**src/rtl/adder_pkg.sv**
```systemverilog
// Shared constants and FSM encodings for the chunked sequential adder.
package adder_pkg;

  localparam int CHUNK_W = 16;

  typedef enum logic [1:0] {
    IDLE = 2'b00,
    ADD  = 2'b01,
    DONE = 2'b10
  } state_t;

endpackage

```
**src/rtl/rca_16bit.sv**
```systemverilog
// 16-bit ripple-carry adder, purely combinational.
module rca_16bit (
  input  logic [15:0] in1,
  input  logic [15:0] in2,
  input  logic        cin,
  output logic [15:0] sum,
  output logic        cout
);

  logic w_c;

  // Ripple the carry bit by bit through a chain of full adders.
  always_comb begin
    sum = '0;
    w_c = cin;
    for (int i = 0; i < 16; i++) begin
      sum[i] = in1[i] ^ in2[i] ^ w_c;
      w_c    = (in1[i] & in2[i]) | (w_c & (in1[i] ^ in2[i]));
    end
    cout = w_c;
  end

endmodule

```
**src/rtl/seq_adder_64bit.sv**
```systemverilog
// Sequential multi-word adder: one 16-bit chunk per cycle through a single
// shared ripple-carry adder, carry held in a register between chunks.
module seq_adder_64bit
  import adder_pkg::*;
#(
  parameter int NCHUNK = 4
) (
  input  logic                    clk,
  input  logic                    rst,
  input  logic                    start,
  input  logic [CHUNK_W*NCHUNK-1:0] in1,
  input  logic [CHUNK_W*NCHUNK-1:0] in2,
  input  logic                    cin,
  output logic                    busy,
  output logic                    done,
  output logic [CHUNK_W*NCHUNK-1:0] sum,
  output logic                    cout,
  output logic                    ovf
);

  localparam int W     = CHUNK_W * NCHUNK;
  localparam int IDX_W = (NCHUNK > 1) ? $clog2(NCHUNK) : 1;

  // Two's-complement overflow: like-signed operands producing an unlike-signed result.
  function automatic logic ovf_f(input logic a_msb, input logic b_msb, input logic s_msb);
    return (a_msb == b_msb) && (s_msb != a_msb);
  endfunction

  state_t             r_state;
  state_t             w_state_next;
  logic [W-1:0]       r_a;
  logic [W-1:0]       r_b;
  logic               r_carry;
  logic [IDX_W-1:0]   r_idx;
  logic [W-1:0]       r_part;
  logic [W-1:0]       r_sum;
  logic               r_cout;
  logic               r_ovf;

  logic               w_accept;
  logic               w_last;
  logic [CHUNK_W-1:0] w_chunk_a;
  logic [CHUNK_W-1:0] w_chunk_b;
  logic [CHUNK_W-1:0] w_chunk_sum;
  logic               w_chunk_cout;
  logic [W-1:0]       w_part_next;

  // A new operation may start from IDLE or straight out of DONE (back-to-back).
  assign w_accept = start && ((r_state == IDLE) || (r_state == DONE));
  assign w_last   = (r_idx == IDX_W'(NCHUNK - 1));

  assign w_chunk_a = r_a[int'(r_idx) * CHUNK_W +: CHUNK_W];
  assign w_chunk_b = r_b[int'(r_idx) * CHUNK_W +: CHUNK_W];

  rca_16bit u_rca (
    .in1  (w_chunk_a),
    .in2  (w_chunk_b),
    .cin  (r_carry),
    .sum  (w_chunk_sum),
    .cout (w_chunk_cout)
  );

  // Merge the freshly computed chunk into the partial sum.
  always_comb begin
    w_part_next = r_part;
    w_part_next[int'(r_idx) * CHUNK_W +: CHUNK_W] = w_chunk_sum;
  end

  // State register.
  always_ff @(posedge clk) begin
    if (rst) r_state <= IDLE;
    else     r_state <= w_state_next;
  end

  // Next-state logic; start is only honoured outside ADD.
  always_comb begin
    w_state_next = r_state;
    case (r_state)
      IDLE:    if (start) w_state_next = ADD;
      ADD:     if (w_last) w_state_next = DONE;
      DONE:    w_state_next = start ? ADD : IDLE;
      default: w_state_next = IDLE;
    endcase
  end

  // Operand capture, per-chunk accumulation and final result load.
  always_ff @(posedge clk) begin
    if (rst) begin
      r_a     <= '0;
      r_b     <= '0;
      r_carry <= 1'b0;
      r_idx   <= '0;
      r_part  <= '0;
      r_sum   <= '0;
      r_cout  <= 1'b0;
      r_ovf   <= 1'b0;
    end else if (w_accept) begin
      r_a     <= in1;
      r_b     <= in2;
      r_carry <= cin;
      r_idx   <= '0;
      r_part  <= '0;
    end else if (r_state == ADD) begin
      r_part  <= w_part_next;
      r_carry <= w_chunk_cout;
      r_idx   <= r_idx + 1'b1;
      // Top-chunk carry goes only to cout; it never wraps into chunk 0.
      if (w_last) begin
        r_sum  <= w_part_next;
        r_cout <= w_chunk_cout;
        r_ovf  <= ovf_f(r_a[W-1], r_b[W-1], w_part_next[W-1]);
      end
    end
  end

  assign busy = (r_state == ADD);
  assign done = (r_state == DONE);
  assign sum  = r_sum;
  assign cout = r_cout;
  assign ovf  = r_ovf;

endmodule
```
**config.mk**
```make
export PLATFORM = sky130hd
export DESIGN_NAME = seq_adder_64bit
export DESIGN_NICKNAME = d
export VERILOG_FILES = /design/src/rtl/adder_pkg.sv /design/src/rtl/rca_16bit.sv /design/src/rtl/seq_adder_64bit.sv
export SDC_FILE = /design/constraint.sdc
export NUM_CORES = 1
export LEC_CHECK = 0
export ABC_AREA = 1
export ABC_CLOCK_PERIOD_IN_PS = 10300
export CAP_MARGIN = 20
export CORE_ASPECT_RATIO = 1.75
export CORE_MARGIN = 3
export CORE_UTILIZATION = 53
export DETAILED_ROUTE_END_ITERATION = 6
export MAX_ROUTING_LAYER = met4
export PLACE_DENSITY = 0.8
export SYNTH_ARGS = -nofsm -noshare
export SYNTH_HDL_FRONTEND = slang
export SYNTH_HIERARCHICAL = 1
export SYNTH_SLANG_ARGS = --single-unit
```
**constraint.sdc**
```tcl
create_clock -name clk -period 10.3 [get_ports clk]
set_clock_uncertainty 0.1 [all_clocks]
set_input_delay 1.545 -clock clk [delete_from_list [all_inputs] [get_ports clk]]
set_output_delay 1.545 -clock clk [all_outputs]
set_load 0.05 [all_outputs]
```
======== Word level (Yosys, flattened, before mapping) ========
Index checks and enable logic that the tools add are counted.
word-level totals
  input bits .............................. 132
  register bits after elaboration ......... 263
  logic and storage cells ................. 118
cells by class
  add/subtract/negate cells ............... 2
  reductions and logical operators ........ 8
  muxes and demuxes ....................... 7
  shifts and indexed selects .............. 4
  bitwise gates (word level) .............. 81
  equality and inequality tests ........... 7
operators by type and width
  operator                                                 count
  indexed part select 64 x 7 -> 16 bit                     2
  bitwise mux 64 bit                                       1
  variable shift 16 x 33 -> 64 bit (first input constant)  1
  indexed part select 16 x 33 -> 64 bit                    1
  negation 6 -> 33 bit                                     1
  AND 1 bit                                                32
  bitwise XOR 1 bit                                        32
  OR 1 bit                                                 16
  one-hot mux 2 bit (3 select lines)                       1
  == test 2 bit (second input constant)                    2
  2-to-1 mux 2 bit                                         2
  2-to-1 mux 1 bit                                         3
  AND reduction 3 bit                                      1
  adder 2 x 1 -> 2 bit (second input constant)             1
  == test 2 x 1 -> 1 bit (second input constant)           1
  logical AND 1 bit                                        2
  zero test 2 bit                                          1
  != test 2 x 1 -> 1 bit (second input constant)           1
  != test 2 bit (second input constant)                    1
  AND reduction 2 bit                                      1
  nonzero test 2 bit                                       1
  OR reduction 2 bit                                       1
  == test 1 bit                                            1
  logical OR 1 bit                                         1
  2 further kinds                                          2

======== Longest topological paths before layout ========
  word-level depth ........................ 37
  mapped depth ............................ 33
  gate-level depth less buffers ........... 30

======== Modules after synthesis ========
Netlist, hierarchy kept.
modules (own cells, without submodules)
  module           cells an instance  area an instance (µm²)  seq. area each (µm²)  instances
  seq_adder_64bit  1547               11354.6                 5265.0                1
  rca_16bit        26                 357.8                   0.0                   1

======== Worst setup path before layout ========
No wires, ideal clock.
  path type ............................... register to register
  start ................................... register r_idx[0]
  end ..................................... register r_ovf (netlist: ovf)
  stages on the path, launching flop included .. 33
  setup time .............................. 56 ps
  required time ........................... 10144 ps
  data arrival time ....................... 7732 ps
  setup slack ............................. 2412 ps
  path buffers ............................ 3
  cells stage by stage .................... dfxtp_1 -> buf_6 -> inv_1 -> buf_2 -> buf_2 -> nor2_1 -> o22ai_1 -> fa_1 -> inv_1 -> fa_1 -> inv_1 -> fa_1 -> fa_1 -> fa_1 -> fa_1 -> fa_1 -> fa_1 -> fa_1 -> fa_1 -> fa_1 -> fa_1 -> fa_1 -> fa_1 -> fa_1 -> inv_1 -> fa_1 -> inv_1 -> nand3_1 -> o21ai_0 -> nand2_1 -> nand3_1 -> nand2_1 -> inv_1
between the ends
  cells in the longest elaborated chain, start to end .. 37
  elaborated cells on any way between the ends .. 87
ends and longest elaborated chain
  what                                       RTL line                RTL
  start: declaration                         seq_adder_64bit.sv:34   logic [IDX_W-1:0] r_idx;
  start signal: assignment                   seq_adder_64bit.sv:106  r_idx <= r_idx + 1'b1;
  indexed part select 64 x 7 -> 16 bit (*)   seq_adder_64bit.sv:53   assign w_chunk_b = r_b[int'(r_idx) * CHUNK_W +: CHUNK_W];
  via w_chunk_b[0]                           seq_adder_64bit.sv:43   logic [CHUNK_W-1:0] w_chunk_b;
  bitwise XOR 1 bit                          rca_16bit.sv:18         w_c = (in1[i] & in2[i]) | (w_c & (in1[i] ^ in2[i]));
  AND 1 bit                                  rca_16bit.sv:18
  OR 1 bit (*)                               rca_16bit.sv:18
  AND 1 bit (*)                              rca_16bit.sv:18
  OR 1 bit (*)                               rca_16bit.sv:18
  AND 1 bit (*)                              rca_16bit.sv:18
  [23 not listed]                            --
  AND 1 bit (*)                              rca_16bit.sv:18
  OR 1 bit (*)                               rca_16bit.sv:18
  bitwise XOR 1 bit (*)                      rca_16bit.sv:17         sum[i] = in1[i] ^ in2[i] ^ w_c;
  via w_chunk_sum[15]                        seq_adder_64bit.sv:44   logic [CHUNK_W-1:0] w_chunk_sum;
  indexed part select 16 x 33 -> 64 bit (*)  seq_adder_64bit.sv:66   w_part_next[int'(r_idx) * CHUNK_W +: CHUNK_W] = w_chunk_sum;
  bitwise mux 64 bit (*)                     seq_adder_64bit.sv:66
  != test 1 bit (*)                          seq_adder_64bit.sv:26   return (a_msb == b_msb) && (s_msb != a_msb);
  logical AND 1 bit (*)                      seq_adder_64bit.sv:26
  end signal: assignment                     seq_adder_64bit.sv:111  r_ovf <= ovf_f(r_a[W-1], r_b[W-1], w_part_next[W-1]);
  end: declaration                           seq_adder_64bit.sv:38   logic r_ovf;
Mark *: on every way through the listed nets, which the timed path passes. The rest lies on a longest branch.
A chain may end at the register's enable or synchronous reset.

======== Worst setup path after layout ========
  start ................................... register r_idx[0]
  end ..................................... register r_ovf (netlist: ovf)
between the ends
  cells in the longest elaborated chain, start to end .. 37
  elaborated cells on any way between the ends .. 87
ends and longest elaborated chain
  what                                       RTL line               RTL
  indexed part select 64 x 7 -> 16 bit (*)   seq_adder_64bit.sv:52  assign w_chunk_a = r_a[int'(r_idx) * CHUNK_W +: CHUNK_W];
  via w_chunk_a[0]                           seq_adder_64bit.sv:42  logic [CHUNK_W-1:0] w_chunk_a;
  bitwise XOR 1 bit                          rca_16bit.sv:18
  AND 1 bit                                  rca_16bit.sv:18
  OR 1 bit (*)                               rca_16bit.sv:18
  AND 1 bit (*)                              rca_16bit.sv:18
  OR 1 bit (*)                               rca_16bit.sv:18
  AND 1 bit (*)                              rca_16bit.sv:18
  [23 not listed]                            --
  AND 1 bit (*)                              rca_16bit.sv:18
  OR 1 bit (*)                               rca_16bit.sv:18
  bitwise XOR 1 bit (*)                      rca_16bit.sv:17
  via w_chunk_sum[15]                        seq_adder_64bit.sv:44
  indexed part select 16 x 33 -> 64 bit (*)  seq_adder_64bit.sv:66
  bitwise mux 64 bit (*)                     seq_adder_64bit.sv:66
  != test 1 bit (*)                          seq_adder_64bit.sv:26
  logical AND 1 bit (*)                      seq_adder_64bit.sv:26
Marked as above.

==> results by group <==
Synth
  • Fraction of registers with async set or reset after synthesis: 0%
  • Average size of a mapped cell: between 7 and 8 sq um
  • Synth unique cells: 26
  • Number of enable flip-flop cells after synthesis: 0
  • Synthesized netlist net count: 1727
  • Post-synth top cells: sky130_fd_sc_hd__nor2_1 (326), sky130_fd_sc_hd__dfxtp_1 (263), sky130_fd_sc_hd__o21ai_0 (262), sky130_fd_sc_hd__inv_1 (216), sky130_fd_sc_hd__o22ai_1 (79)
  • Most used flip-flop cell after synthesis: sky130_fd_sc_hd__dfxtp_1
  • Flop and latch count out of synthesis: 263
  • Top area cells in the synthesized netlist: sky130_fd_sc_hd__dfxtp_1 (45%), sky130_fd_sc_hd__o21ai_0 (11%), sky130_fd_sc_hd__nor2_1 (10%)
  • Sequential share of the synthesized area: between 40% and 50%
  • Cell Area, Synth: around 0.012 sq mm
  • Library cell with the highest instance count after synthesis: sky130_fd_sc_hd__nor2_1
  • Yosys synthesis warning count: 6
  • Yosys top cell area share: about 45%
  • Gate count of the mapped netlist: 1573
  • Cell taking the most area after synthesis: sky130_fd_sc_hd__dfxtp_1

Critical path
  • Flop-to-flop setup slack: 1.94 ns
  • Worst path buffer plus inverter count: 6
  • Critical Path Start: r_idx[0]$_SDFFE_PP0P_
  • Endpoint kind of the worst setup timing path: flop
  • Number of cells traversed by the worst register-to-register path: 29
  • Crit path max fanout: 44
  • Delay of the slowest cell on the worst path: 0.44 ns
  • Required time at the worst-slack endpoint: between 10 and 15 ns
  • Startpoint of the worst register-to-register path: r_idx[0]$_SDFFE_PP0P_
  • Dominant cell type by count on the critical path: sky130_fd_sc_hd__fa_1
  • Crit-path slowest cell: sky130_fd_sc_hd__fa_1
  • Crit path launch type: flop
  • Kind of cell with the highest combined delay on the critical path: adder cells
  • Worst flop-to-flop path endpoint: ovf$_SDFFE_PP0P_
  • Arrival time of the worst setup path: between 8 and 9 ns
  • Worst Setup Path Type: reg -> reg

Timing
  • Minimum clock period: between 8 and 9 ns
  • Number of endpoints with negative hold slack in the final report: 0
  • Setup repair after global routing missed its margin: no
  • Tightest Pin Transition: between 0.9 and 1 ns
  • Top achievable clock speed: around 120 MHz
  • Final max-slew violation count: 0
  • Crit share post-route: 81.2%
  • Relative slew slack: 36.1%
  • Fin Setup TNS: 0 ns
  • Setup-failing EPs final: 0

Cells and area
  • Number of fillers in the final layout: between 1500 and 2000
  • Multi-input gate area: 0.00498 sq mm
  • Sequential cell area: 0.00527 sq mm
  • Count of nets after finishing: 1845
  • Share of cells above drive strength 1: 3.81%
  • Final design utilization: between 60% and 70%
  • Area growth, synth to finish: 23.0%
  • Number of diodes added for antenna fixing: 0

Outcome
  • Outcome: finished, final reports clean

Die
  • Area of the die: roughly 0.024 sq mm
  • Boundary pin count: 200
  • Width of the chip: roughly 120 um
  • Initial Utilization: 54.3%
  • Overall die height: 203 um
  • Site Rows: 71
  • Area of the placeable core: 0.0216 sq mm

Route
  • Overall routed net length: between 30000 and 40000 um
  • Drt first-iter violations: 875
  • DRC: 0
  • Detailed-router iteration count before antenna repair: 7
  • Antenna viol nets, final: 0
  • Routed WL per cell: 17.3 um
  • Via-per-instance ratio: between 5 and 6
  • Total via count after detailed routing: 11032

Pwr
  • Combinational fraction of design power: 16.5%
  • Static leakage: 6.57 nW
  • Share of total power in the clock network: a little under two fifths
  • Proportion of total power due to net switching: between 20% and 30%
  • Maximum ir drop on the vdd rail: approximately 120 uV
  • Internal cell power: 0.00179 W
  • Switching component of the power: 0.000664 W
  • Sequential share of power: 45.3%
  • Cell area power density: 170 mW/mm^2

Global route
  • Total track usage: 28.3%
  • Number of antenna violations at the first check in global routing: 0
  • Number of global-route vias before repair: 10619
  • Pin count of the biggest net entering global routing: roughly 130
  • Gr ovfl total: 0
  • First-pass GRT wire length: 53500 um

Placed design
  • HPWL reported at the end of detailed placement: around 24000 um
  • Number of port buffers: 199
  • Gp weighted congestion: 0.873

Clocking
  • CTS tree: done
  • Number of buffers on the longest clock path: 3
  • Buffer count from post-CTS setup fixing: 0
  • Register clock-pin slew on the reported worst setup and hold paths: 0.07 ns
  • Post-cts gate resize count: 0
  • Clock latency on the worst-skew pair: 0.53 ns
  • Clock tree root driver cell: sky130_fd_sc_hd__clkbuf_16
  • Count of clock tree sinks: ~260
  • Number of buffers created by CTS: 23
  • Cts-stage hold buffer count: 0
  • H-tree levels: 1

Worst hold path
  • Hold-critical path depth: 2
  • Class of the tightest hold or removal check: reg -> reg
  • End point of the worst hold path: r_a[19]$_SDFFE_PP0P_
  • Hold wc startpoint: r_a[19]$_SDFFE_PP0P_

Flow run
  • # Max-Cap Violations: 0
==> metal layers <==
metal	track usage (%)	wire length [um]	vias up
met1	29.4	12000	5068
met4	22.7	3270	0
met5	-	0	-
met3	2.42	1770	150
met2	48.9	17600	487
li1	-	-	5327
==> state kept, by name, summed over array words and instances, names as in the netlist <==
signal / flops
ovf: 1
r_b: 64
r_part: 64
cout: 1
r_state: 2
r_idx: 2
r_a: 64
sum: 64
r_carry: 1
==> cells by family (layout without fill, tap and decap cells) <==
group                      count (synthesis)  count (layout)  synth area share, %
and+or+nand+nor                          397             397                 13.4
adders and majority gates                 22              22                 3.38
DFF                                      263             263                 45.0
buffers and inverters                    340             474                 12.5
AOI/OAI and AO/OA                        551             551                 25.8
==> how the worst max path moves through the flow <==
stage                             endpoint  cells after the start  slack, ns
after floorplan           ovf$_SDFFE_PP0P_                     32       2.41
after global placement    ovf$_SDFFE_PP0P_                     29       2.16
after detailed placement  ovf$_SDFFE_PP0P_                     29       2.07
after CTS                 ovf$_SDFFE_PP0P_                     29       2.03
after global routing      ovf$_SDFFE_PP0P_                     29       1.55
final                     ovf$_SDFFE_PP0P_                     29       1.94
==> cell usage in the layout (no fill, tap or decap), drive strengths merged, types with 14 or more instances in the layout <==
cell,count
clkbuf,33
clkdlybuf4s50,199
nor2,330
nand2,30
inv,222
o21ai,340
fa,16
nand3,37
o21a,63
o22ai,79
dfxtp,263
a21oi,68
buf,14
==> tightest hold or removal path, delay by kind of cell, from the launching register on <==
| kind | cells | cell delay [ns] |
|---|---|---|
| and+or+nand+nor | 1 | 0.07 |
| AOI/OAI and AO/OA | 1 | 0.07 |
| DFF | 1 | 0.33 |
==> per-stage QoR <==
| stage | std cells | cell area (sq um) | hold WS (ns) | total power, W | setup slack [ns] |
|---|---|---|---|---|---|
| after floorplan | 1573 | 11700 | 0.359 | 0.00138 | 2.41 |
| after global placement | 1955 | 13500 | 0.377 | 0.00151 | 2.16 |
| after detailed placement | 1955 | 13500 | 0.389 | 0.00152 | 2.07 |
| after CTS | 1996 | 14300 | 0.407 | 0.00244 | 2.03 |
| after global routing | 1999 | 14400 | 0.439 | 0.00254 | 1.55 |
| final | 1999 | 14400 | 0.408 | 0.00245 | 1.94 |
==> cell type report <==
class / instances / share of cell area (%)
well taps: 292 / 2.54
clock buffers: 33 / 4.67
flip-flops and latches: 263 / 36.5
inverters: 220 / 5.76
repair buffers: 213 / 14.9
clock inverters: 8 / 1.04
multi-input cells: 970 / 34.6
==> power by group through the flow <==
stage          logic, W  registers (W)  clock network [W]
2_1_floorplan  0.000255        0.00112                  0
3_3_place_gp   0.000383        0.00113                  0
3_5_place_dp   0.000390        0.00113                  0
4_1_cts        0.000393        0.00111           0.000942
5_1_grt        0.000442        0.00111           0.000982
6_report       0.000403        0.00111           0.000936
Power figures use the tool's default switching activity.
